===== src/rtl/regfile_pkg.sv =====
// Shared types and defaults for the multi-port register file and the decode stage.
package regfile_pkg;

  localparam int RF_WIDTH = 32;
  localparam int RF_DEPTH = 32;

  typedef enum logic {
    CLR_IDLE = 1'b0,
    CLR_RUN  = 1'b1
  } clr_state_e;

  // Address width that never collapses to zero bits for a single-entry array.
  function automatic int clog2_min1(input int n);
    int r;
    r = $clog2(n);
    return (r < 1) ? 1 : r;
  endfunction

endpackage


===== src/rtl/regfile_mp_bypass_if.sv =====
// Decode/writeback-facing bus of the register file: read ports, write, reserve, clear.
interface regfile_mp_bypass_if
  import regfile_pkg::*;
#(
  parameter int WIDTH  = RF_WIDTH,
  parameter int DEPTH  = RF_DEPTH,
  parameter int NUM_RD = 2
);
  localparam int AW = clog2_min1(DEPTH);

  // No valid/ready: wr_en, rsv_en and clr_req are single-cycle strobes accepted
  // at the posedge they are high (dropped while clr_busy); reads are combinational
  // and rd_data/rd_pend are valid in the same cycle as rd_addr.
  logic [NUM_RD*AW-1:0]    rd_addr;
  logic [NUM_RD*WIDTH-1:0] rd_data;
  logic [NUM_RD-1:0]       rd_pend;
  logic                    wr_en;
  logic [AW-1:0]           wr_addr;
  logic [WIDTH-1:0]        wr_data;
  logic                    rsv_en;
  logic [AW-1:0]           rsv_addr;
  logic                    clr_req;
  logic                    clr_busy;

  modport master (
    output rd_addr, wr_en, wr_addr, wr_data, rsv_en, rsv_addr, clr_req,
    input  rd_data, rd_pend, clr_busy
  );

  modport slave (
    input  rd_addr, wr_en, wr_addr, wr_data, rsv_en, rsv_addr, clr_req,
    output rd_data, rd_pend, clr_busy
  );

endinterface


===== src/rtl/regfile_rd_port.sv =====
// One combinational read port: zero-register, range, bypass and pending-mask selection.
module regfile_rd_port #(
  parameter int WIDTH    = 32,
  parameter int AW       = 5,
  parameter bit ZERO_REG = 1'b1,
  parameter bit BYPASS   = 1'b1
) (
  input  logic [AW-1:0]    addr,
  input  logic [WIDTH-1:0] mem_word,
  input  logic             pend_bit,
  input  logic             in_range,
  input  logic             busy,
  input  logic             wr_en,
  input  logic [AW-1:0]    wr_addr,
  input  logic [WIDTH-1:0] wr_data,
  output logic [WIDTH-1:0] rd_data,
  output logic             rd_pend
);

  logic hit_zero;
  logic hit_byp;

  always_comb begin
    hit_zero = ZERO_REG && (addr == '0);
    hit_byp  = BYPASS && wr_en && (wr_addr == addr);
    rd_data  = '0;
    rd_pend  = 1'b0;
    // The write being retired this cycle is the newest value and also ends the wait.
    if (!busy && in_range && !hit_zero) begin
      rd_data = hit_byp ? wr_data : mem_word;
      rd_pend = pend_bit & ~hit_byp;
    end
  end

endmodule


===== src/rtl/regfile_mp_bypass.sv =====
// Multi-read-port register file with write bypass, zero register, pending
// scoreboard and a sequential clear engine that runs after reset or on request.
module regfile_mp_bypass
  import regfile_pkg::*;
#(
  parameter int WIDTH    = RF_WIDTH,
  parameter int DEPTH    = RF_DEPTH,
  parameter int NUM_RD   = 2,
  parameter bit ZERO_REG = 1'b1,
  parameter bit BYPASS   = 1'b1
) (
  input  logic                clk,
  input  logic                rst_n,
  regfile_mp_bypass_if.slave  bus,
  output clr_state_e          dbg_state
);

  localparam int            AW       = clog2_min1(DEPTH);
  localparam logic [AW-1:0] LAST_IDX = AW'(DEPTH - 1);

  clr_state_e       state_q;
  logic [AW-1:0]    clr_idx_q;
  logic             clr_busy_q;
  logic [WIDTH-1:0] mem_q [DEPTH];
  logic [DEPTH-1:0] pend_q;
  logic [DEPTH-1:0] pend_d;

  logic             idle;
  logic             mem_we;
  logic [AW-1:0]    mem_waddr;
  logic [WIDTH-1:0] mem_wdata;

  logic [WIDTH-1:0] mem_word [NUM_RD];
  logic [NUM_RD-1:0] pend_bit;
  logic [NUM_RD-1:0] in_range;

  assign idle = (state_q == CLR_IDLE);

  // A clear request restarts the sweep from entry 0 even if one is already running.
  always_ff @(posedge clk) begin
    if (!rst_n) begin
      state_q    <= CLR_RUN;
      clr_idx_q  <= '0;
      clr_busy_q <= 1'b1;
    end else if (bus.clr_req) begin
      state_q    <= CLR_RUN;
      clr_idx_q  <= '0;
      clr_busy_q <= 1'b1;
    end else if (state_q == CLR_RUN) begin
      if (clr_idx_q == LAST_IDX) begin
        state_q    <= CLR_IDLE;
        clr_busy_q <= 1'b0;
      end else begin
        clr_idx_q <= clr_idx_q + 1'b1;
      end
    end
  end

  always_comb begin
    mem_we    = 1'b0;
    mem_waddr = clr_idx_q;
    mem_wdata = '0;
    if (!idle) begin
      mem_we = 1'b1;
    end else if (bus.wr_en && !(ZERO_REG && bus.wr_addr == '0)) begin
      mem_we    = 1'b1;
      mem_waddr = bus.wr_addr;
      mem_wdata = bus.wr_data;
    end
  end

  // Address decode by match keeps out-of-range addresses harmless for non-pow2 DEPTH.
  always_ff @(posedge clk) begin
    for (int e = 0; e < DEPTH; e++) begin
      if (mem_we && mem_waddr == AW'(e)) mem_q[e] <= mem_wdata;
    end
  end

  always_comb begin
    pend_d = pend_q;
    if (idle) begin
      for (int e = 0; e < DEPTH; e++) begin
        if (bus.wr_en && bus.wr_addr == AW'(e))   pend_d[e] = 1'b0;
        if (bus.rsv_en && bus.rsv_addr == AW'(e)) pend_d[e] = 1'b1;
      end
      if (bus.clr_req) pend_d = '0;
    end
    if (ZERO_REG) pend_d[0] = 1'b0;
  end

  always_ff @(posedge clk) begin
    if (!rst_n) pend_q <= '0;
    else        pend_q <= pend_d;
  end

  always_comb begin
    for (int p = 0; p < NUM_RD; p++) begin
      mem_word[p] = '0;
      pend_bit[p] = 1'b0;
      in_range[p] = 1'b0;
      for (int e = 0; e < DEPTH; e++) begin
        if (bus.rd_addr[p*AW +: AW] == AW'(e)) begin
          mem_word[p] = mem_q[e];
          pend_bit[p] = pend_q[e];
          in_range[p] = 1'b1;
        end
      end
    end
  end

  for (genvar gi = 0; gi < NUM_RD; gi++) begin : g_rd
    regfile_rd_port #(
      .WIDTH    (WIDTH),
      .AW       (AW),
      .ZERO_REG (ZERO_REG),
      .BYPASS   (BYPASS)
    ) u_rd_port (
      .addr     (bus.rd_addr[gi*AW +: AW]),
      .mem_word (mem_word[gi]),
      .pend_bit (pend_bit[gi]),
      .in_range (in_range[gi]),
      .busy     (clr_busy_q),
      .wr_en    (bus.wr_en),
      .wr_addr  (bus.wr_addr),
      .wr_data  (bus.wr_data),
      .rd_data  (bus.rd_data[gi*WIDTH +: WIDTH]),
      .rd_pend  (bus.rd_pend[gi])
    );
  end

  assign bus.clr_busy = clr_busy_q;
  assign dbg_state    = state_q;

endmodule


===== src/flat_wrapper.sv =====
// flat-port wrapper written by rule: the top's interface ports become plain ports
module regfile_mp_bypass_flat import regfile_pkg::*;
#(
  parameter int WIDTH    = RF_WIDTH,
  parameter int DEPTH    = RF_DEPTH,
  parameter int NUM_RD   = 2,
  parameter bit ZERO_REG = 1'b1,
  parameter bit BYPASS   = 1'b1
)
  (clk, rst_n, dbg_state, bus_rd_addr, bus_wr_en, bus_wr_addr, bus_wr_data, bus_rsv_en, bus_rsv_addr, bus_clr_req, bus_rd_data, bus_rd_pend, bus_clr_busy);
  regfile_mp_bypass_if #(.WIDTH(WIDTH), .DEPTH(DEPTH), .NUM_RD(NUM_RD)) bus_i ();
  input  logic clk;
  input  logic rst_n;
  output clr_state_e dbg_state;
  input wire logic [$bits(bus_i.rd_addr)-1:0] bus_rd_addr;
  input wire logic [$bits(bus_i.wr_en)-1:0] bus_wr_en;
  input wire logic [$bits(bus_i.wr_addr)-1:0] bus_wr_addr;
  input wire logic [$bits(bus_i.wr_data)-1:0] bus_wr_data;
  input wire logic [$bits(bus_i.rsv_en)-1:0] bus_rsv_en;
  input wire logic [$bits(bus_i.rsv_addr)-1:0] bus_rsv_addr;
  input wire logic [$bits(bus_i.clr_req)-1:0] bus_clr_req;
  output wire logic [$bits(bus_i.rd_data)-1:0] bus_rd_data;
  output wire logic [$bits(bus_i.rd_pend)-1:0] bus_rd_pend;
  output wire logic [$bits(bus_i.clr_busy)-1:0] bus_clr_busy;
  assign bus_i.rd_addr = bus_rd_addr;
  assign bus_i.wr_en = bus_wr_en;
  assign bus_i.wr_addr = bus_wr_addr;
  assign bus_i.wr_data = bus_wr_data;
  assign bus_i.rsv_en = bus_rsv_en;
  assign bus_i.rsv_addr = bus_rsv_addr;
  assign bus_i.clr_req = bus_clr_req;
  assign bus_rd_data = bus_i.rd_data;
  assign bus_rd_pend = bus_i.rd_pend;
  assign bus_clr_busy = bus_i.clr_busy;
  regfile_mp_bypass #(.WIDTH(WIDTH), .DEPTH(DEPTH), .NUM_RD(NUM_RD), .ZERO_REG(ZERO_REG), .BYPASS(BYPASS)) u_core (.clk(clk), .rst_n(rst_n), .bus(bus_i), .dbg_state(dbg_state));
endmodule

===== config.mk =====
export PLATFORM = sky130hd
export DESIGN_NAME = regfile_mp_bypass_flat
export DESIGN_NICKNAME = d
export VERILOG_FILES = /design/src/rtl/regfile_pkg.sv /design/src/rtl/regfile_mp_bypass_if.sv /design/src/rtl/regfile_rd_port.sv /design/src/rtl/regfile_mp_bypass.sv /design/src/flat_wrapper.sv
export SDC_FILE = /design/constraint.sdc
export NUM_CORES = 2
export LEC_CHECK = 0
export ABC_AREA = 1
export CAP_MARGIN = 20
export CORE_MARGIN = 5
export CORE_UTILIZATION = 55
export CTS_CLUSTER_SIZE = 10
export DETAILED_ROUTE_END_ITERATION = 10
export DONT_BUFFER_PORTS = 1
export PLACE_DENSITY = 0.75
export RECOVER_POWER = 100
export SLEW_MARGIN = 5
export SYNTH_ARGS = -nofsm -noshare
export SYNTH_HDL_FRONTEND = slang
export SYNTH_HIERARCHICAL = 1
export SYNTH_SLANG_ARGS = --single-unit

===== constraint.sdc =====
create_clock -name clk -period 6.46 [get_ports clk]
set_input_delay 0.969 -clock clk [delete_from_list [all_inputs] [get_ports clk]]
set_output_delay 0.969 -clock clk [all_outputs]
set_load 0.02 [all_outputs]

== Word-level counts from Yosys, hierarchy flattened ==
Memories as Yosys holds them, arrays and structs flattened.
Cells that the tools add are included.
Storage, ports and cells
  register bits after elaboration: 39
  RAM bits: 1024
  word-level logic and storage cells: 838
  memories: 1
Cells by class
  $add $sub $neg: 1
  eq/ne operators: 158
  multiplexer cells: 428
  bitwise gates (word level): 7
  reductions and logical operators: 208
Memory list
  u_core.mem_q: depth 32, width 32, read ports 32, clocked after memory_dff 0, wr ports 1, line regfile_mp_bypass.sv:24  | logic [WIDTH-1:0] mem_q [DEPTH];
Operators by type and width (number)
  $mux W32: 102
  $reduce_or A32 Y1: 31
  $eq A5 B5 Y1 const B: 81
  $mux W1: 293
  $eq A5 B4 Y1 const B: 40
  $mux W5: 33
  $logic_and A1 B1 Y1: 103
  $eq A5 B3 Y1 const B: 20
  $reduce_bool A3 Y1: 31
  $reduce_and A2 Y1: 33
  $eq A5 B2 Y1 const B: 10
  $eq A5 B1 Y1 const B: 5
  $logic_not A5 Y1: 5
  $eq A5 B5 Y1: 2
  $add A5 B1 Y5 const B: 1
  $not A1 Y1: 5
  $logic_not A1 Y1: 4
  $and A1 B1 Y1: 2
  $reduce_or A2 Y1: 1

== Logic depth before layout (Yosys ltp) ==
  word-level depth: 41
  mapped depth: 29

== Cells and area by module ==
The synthesis kept the hierarchy.
Modules (own cells, without submodules)
  regfile_mp_bypass: times used 1, cells each 4671, area each 49264.7 sq um, seq. area each 31510.2 sq um
  regfile_rd_port: times used 2, cells each 204, area each 855.8 sq um, seq. area each 0.0 sq um

== Worst setup path before layout ==
No wires, ideal clock.
  path type: input-to-reg
  from: input port bus_wr_addr[0]
  to: memory u_core.mem_q[0][0] (enable)
  setup time: 0.421 ns
  arrival: 3.747 ns
  required time: 6.039 ns
  setup slack: 2.292 ns
  cell stages on the path: 10
  path through: nor2_1 nand2_1 o21ai_0 clkbuf_1 nand2_1 o21ai_0 inv_1 nor2_1 nand2_1 nor2_1
On the way
  cells in the longest elaborated chain, start to end: 41
  elaborated cells between the ends (all ways): 228
  those cells by class: 31 x eq/ne; 130 x mux; 67 x reduce/logical
RTL lines
  from (decl): line flat_wrapper.sv:17  | input wire logic [$bits(bus_i.wr_addr)-1:0] bus_wr_addr;
  $logic_not A5 Y1: line regfile_mp_bypass.sv:65  | end else if (bus.wr_en && !(ZERO_REG && bus.wr_addr == '0)) begin
  $logic_not A1 Y1: line regfile_mp_bypass.sv:65
  $logic_and A1 B1 Y1: line regfile_mp_bypass.sv:65
  $mux W5: line regfile_mp_bypass.sv:65
  $mux W5: line regfile_mp_bypass.sv:63  | if (!idle) begin
  $eq A5 B1 Y1: line regfile_mp_bypass.sv:75  | if (mem_we && mem_waddr == AW'(e)) mem_q[e] <= mem_wdata;
  $logic_and A1 B1 Y1: line regfile_mp_bypass.sv:75
  $mux W1: line regfile_mp_bypass.sv:75
  $mux W1 (not written as such): line regfile_mp_bypass.sv:75
  $reduce_or A32 Y1 (no line)
  $mux W5 (no line) / $mux W1 (equally long branches) (31 in series)
  to (decl): line regfile_mp_bypass.sv:24
Several ways; a longest one is shown, not always the timed one.

==> flow_summary.yaml <==
floorplanning:
  fp.coreArea_um2: 91800
  fp-row-count: 111
  start_util: 0.5553
  die_area_um2: 98870
  io_pins: 125
  dieWidth_um: 314.4
  die_y_um: 314.4
cells_and_area:
  regArea_um2: 31510
  drive_above_1_share: 0.1164
  multi_input_area_um2: 17020
  areaGrowthSynthToFinish_pct: 10.13
  fin_nets: 5173
  insertedDiodeCount: 0
  postLayoutCoreUtil: 0.6115
  fillers: 7175
grt:
  antenna_found_initial: 0
  grt_max_degree: 66
  grt-ovfl-total: 0
  grt_pass1_wl_mm: 248.2
  grt_pass1_vias: 40502
  grtUsageTotal: 0.3300
yosys:
  netlist_area_um2: 50980
  synth_seq_cells: 1062
  syn_avg_cell_area_um2: 10.04
  synth_edf_count: 1024
  syn_inst: 5079
  async_reset_ff_frac: 0
  ys_seq_area_frac: 0.6181
  synth_ff_type: "edfxtp_1"
  ys_warn_count: 6
  yosysUniqueCellTypes: 48
cts:
  post-cts-setup-buffers: 0
  htreeDepth: 3
  cts_resized: 0
  path_clk_slew_ps: 60
  holdBufCountCts: 0
  root_buffer: "clkbuf_16"
  clk_latency_ps: 690
  cts.path.max_buffers: 3
  cts_inserted_buffers: 118
  cts_sinks: 1062
  cts_tree: "built"
sta:
  setup_violations: 0
  slew_headroom: -0.7554
  tightest_slew_ps: 2633
  skew_ps: 18.49
  clock.fmax_mhz: 167.9
  rsz0062_at_grt: "no"
  fin_crit_sh: 0.9218
  post-route-min-period_ps: 5955
  finalHoldViolations: 0
  final.setup.tns_ps: 0
  whs_ps: 469.5
  finalMaxSlewViolations: 1060
status:
  violations: "max-capacitance violations, max-slew violations"
  status: "finished, violations left"
power_and_ir_drop:
  power_density_nw_per_um2: 258.3
  p_clk_frac: 0.410
  p_sw_frac: 0.2293
  seq_power_share: 0.516
  p_leak_nw: 20.04
  worst_ir_drop_vdd_mv: 0.2255
  power_frac_comb: 0.074
  power_switching_mw: 3.325
  p_int_mw: 11.18
critical_path:
  critPathLaunchType: "input port"
  crit_arrival_ps: 4990
  critPathKind: "in2out"
  critPathMaxFanout: 36
  critPathRequiredTime_ps: 5490
  endpoint_kind: "output port"
hold_path:
  holdCritPathClass: "in2reg"
detailed_routing:
  wl_per_cell_um: 26.23
  dr.pass1.iters: 7
  ant_nets: 0
  drtIter0Drc: 6095
  drc_errors: 0
  vias_per_cell: 6.577
  routed_wl_mm: 168.0
  vias: 42126
placed_design:
  gp_congestion: 0.9586
  io_buffers: 0
  dpl.hpwl_mm: 113.4
run:
  max-cap-violations: 33
-- flip-flops by register name, summed over array words and instances, names as in the netlist --
name / flops
u_core/dbg_state: 1
u_core/pend_q: 31
u_core/mem_q: 1024
u_core/clr_idx_q: 5
u_core/bus.clr_busy: 1
-- through the flow --
| step | instances | area [um^2] | setup slack, ps | power [mW] |
|---|---|---|---|---|
| final | 6405 | 56140 | 505.2 | 14.50 |
| after global routing | 6405 | 56140 | 340.2 | 14.91 |
| after CTS | 6403 | 56410 | 967.5 | 14.49 |
| after detailed placement | 6235 | 53140 | 993.0 | 8.649 |
| after global placement | 6235 | 53140 | 1022 | 8.641 |
| after floorplan | 5080 | 50980 | 2292 | 8.245 |
-- power by group through the flow --
stage / Clock, mW / Sequential, mW / Combinational (mW)
3_5_place_dp: 0 / 7.62 / 1.03
2_1_floorplan: 0 / 7.62 / 0.625
3_3_place_gp: 0 / 7.62 / 1.02
5_1_grt: 6.29 / 7.48 / 1.15
6_report: 5.94 / 7.48 / 1.07
4_1_cts: 5.98 / 7.48 / 1.03
-- worst max-delay path: stages --
cell	delay, ps
inv_2	560
nand3_1	490
nand2_1	210
clkbuf_1	610
a21oi_1	80
a21boi_0	160
nand4_1	140
nand2_1	60
nand4_1	130
nand2_1	90
nand4_1	110
nand2_1	90
nand3_1	100
nand2_1	70
nand2_1	70
nand2_1	50
nand3_1	120
nand2_1	80
nand2_1	70
inv_1	90
nand2_1	110
nand2_1	110
nor2_1	380
-- final timing paths --
kind | from | end | slack [ps] | depth (start not counted)
max | bus_rd_addr[9] | bus_rd_data[57] | 510 | 23
min | bus_clr_req | u_core/bus.clr_busy$_SDFFE_PP1P_ | 470 | 2
max reg2reg | u_core/dbg_state$_SDFF_PP1_ | u_core/mem_q[0][178]$_DFFE_PP_ | 820 | 10
min reg2reg | u_core/clr_idx_q[1]$_SDFFE_PP0P_ | u_core/clr_idx_q[1]$_SDFFE_PP0P_ | 500 | 2
-- cell usage after synthesis, drive strengths merged, types with 5 or more instances --
cell type / number / area [um^2]
dfxtp: 38 / 760.7
a221oi: 256 / 2242
nor3b: 12 / 90.09
buf: 74 / 401.6
nand4: 227 / 1420
nor3: 11 / 70.07
clkinv: 8 / 30.03
mux2i: 6 / 60.06
o221ai: 8 / 70.07
nand3: 166 / 845.8
a21boi: 18 / 135.1
or2: 130 / 813.3
o211ai: 18 / 135.1
a211oi: 36 / 270.3
a22o: 23 / 201.4
inv: 426 / 1602
o311ai: 16 / 140.1
clkbuf: 186 / 698.2
nor2: 411 / 1595
o22ai: 23 / 143.9
o221a: 67 / 754.5
nand2: 1508 / 5766
o21ai: 135 / 675.7
a22oi: 5 / 37.54
a21oi: 237 / 1186
edfxtp: 1024 / 30750
-- per-layer routing --
metal,global-route usage,wire [um]
met3,0.08281,22950
met1,0.4359,59840
met5,0,0
met2,0.5205,76570
met4,0.1499,8674
-- placed cells by master, fill, tap and decap left out, types with 18 or more instances in the layout --
cell / n
o22ai_1: 23
o221a_2: 66
nand3_1: 162
clkbuf_16: 121
nand2_2: 42
a221oi_1: 256
or2_2: 118
nor2_1: 320
nand2_1: 1466
inv_1: 411
dfxtp_1: 38
a211oi_1: 36
edfxtp_1: 1024
clkbuf_1: 79
buf_4: 97
o211ai_1: 18
nand4_1: 227
nor2_2: 78
a22o_1: 23
a21oi_1: 237
o21ai_0: 130
clkbuf_2: 29
-- cell type report --
type                            instances  area share
Clock inverter                          9    0.001582
Inverter                              434     0.02906
Sequential cell                      1062      0.5613
Tap cell                             1243     0.02770
Multi-Input combinational cell       3324      0.3032
Timing Repair Buffer                  174     0.02050
Clock buffer                          159     0.05665
-- logic make-up (layout without fill, tap and decap cells) --
group           count (synthesis)  after routing  share of synthesized area
mux                             6              6                   0.001178
fa+ha+maj                       2              2                  0.0004908
flops                        1062           1062                     0.6181
other cells                     1              2                 0.00007356
simple gates                 2469           2469                     0.2085
compound gates                845            845                     0.1180
buf+inv                       694            776                    0.05358
Power figures use the tool's default switching activity.
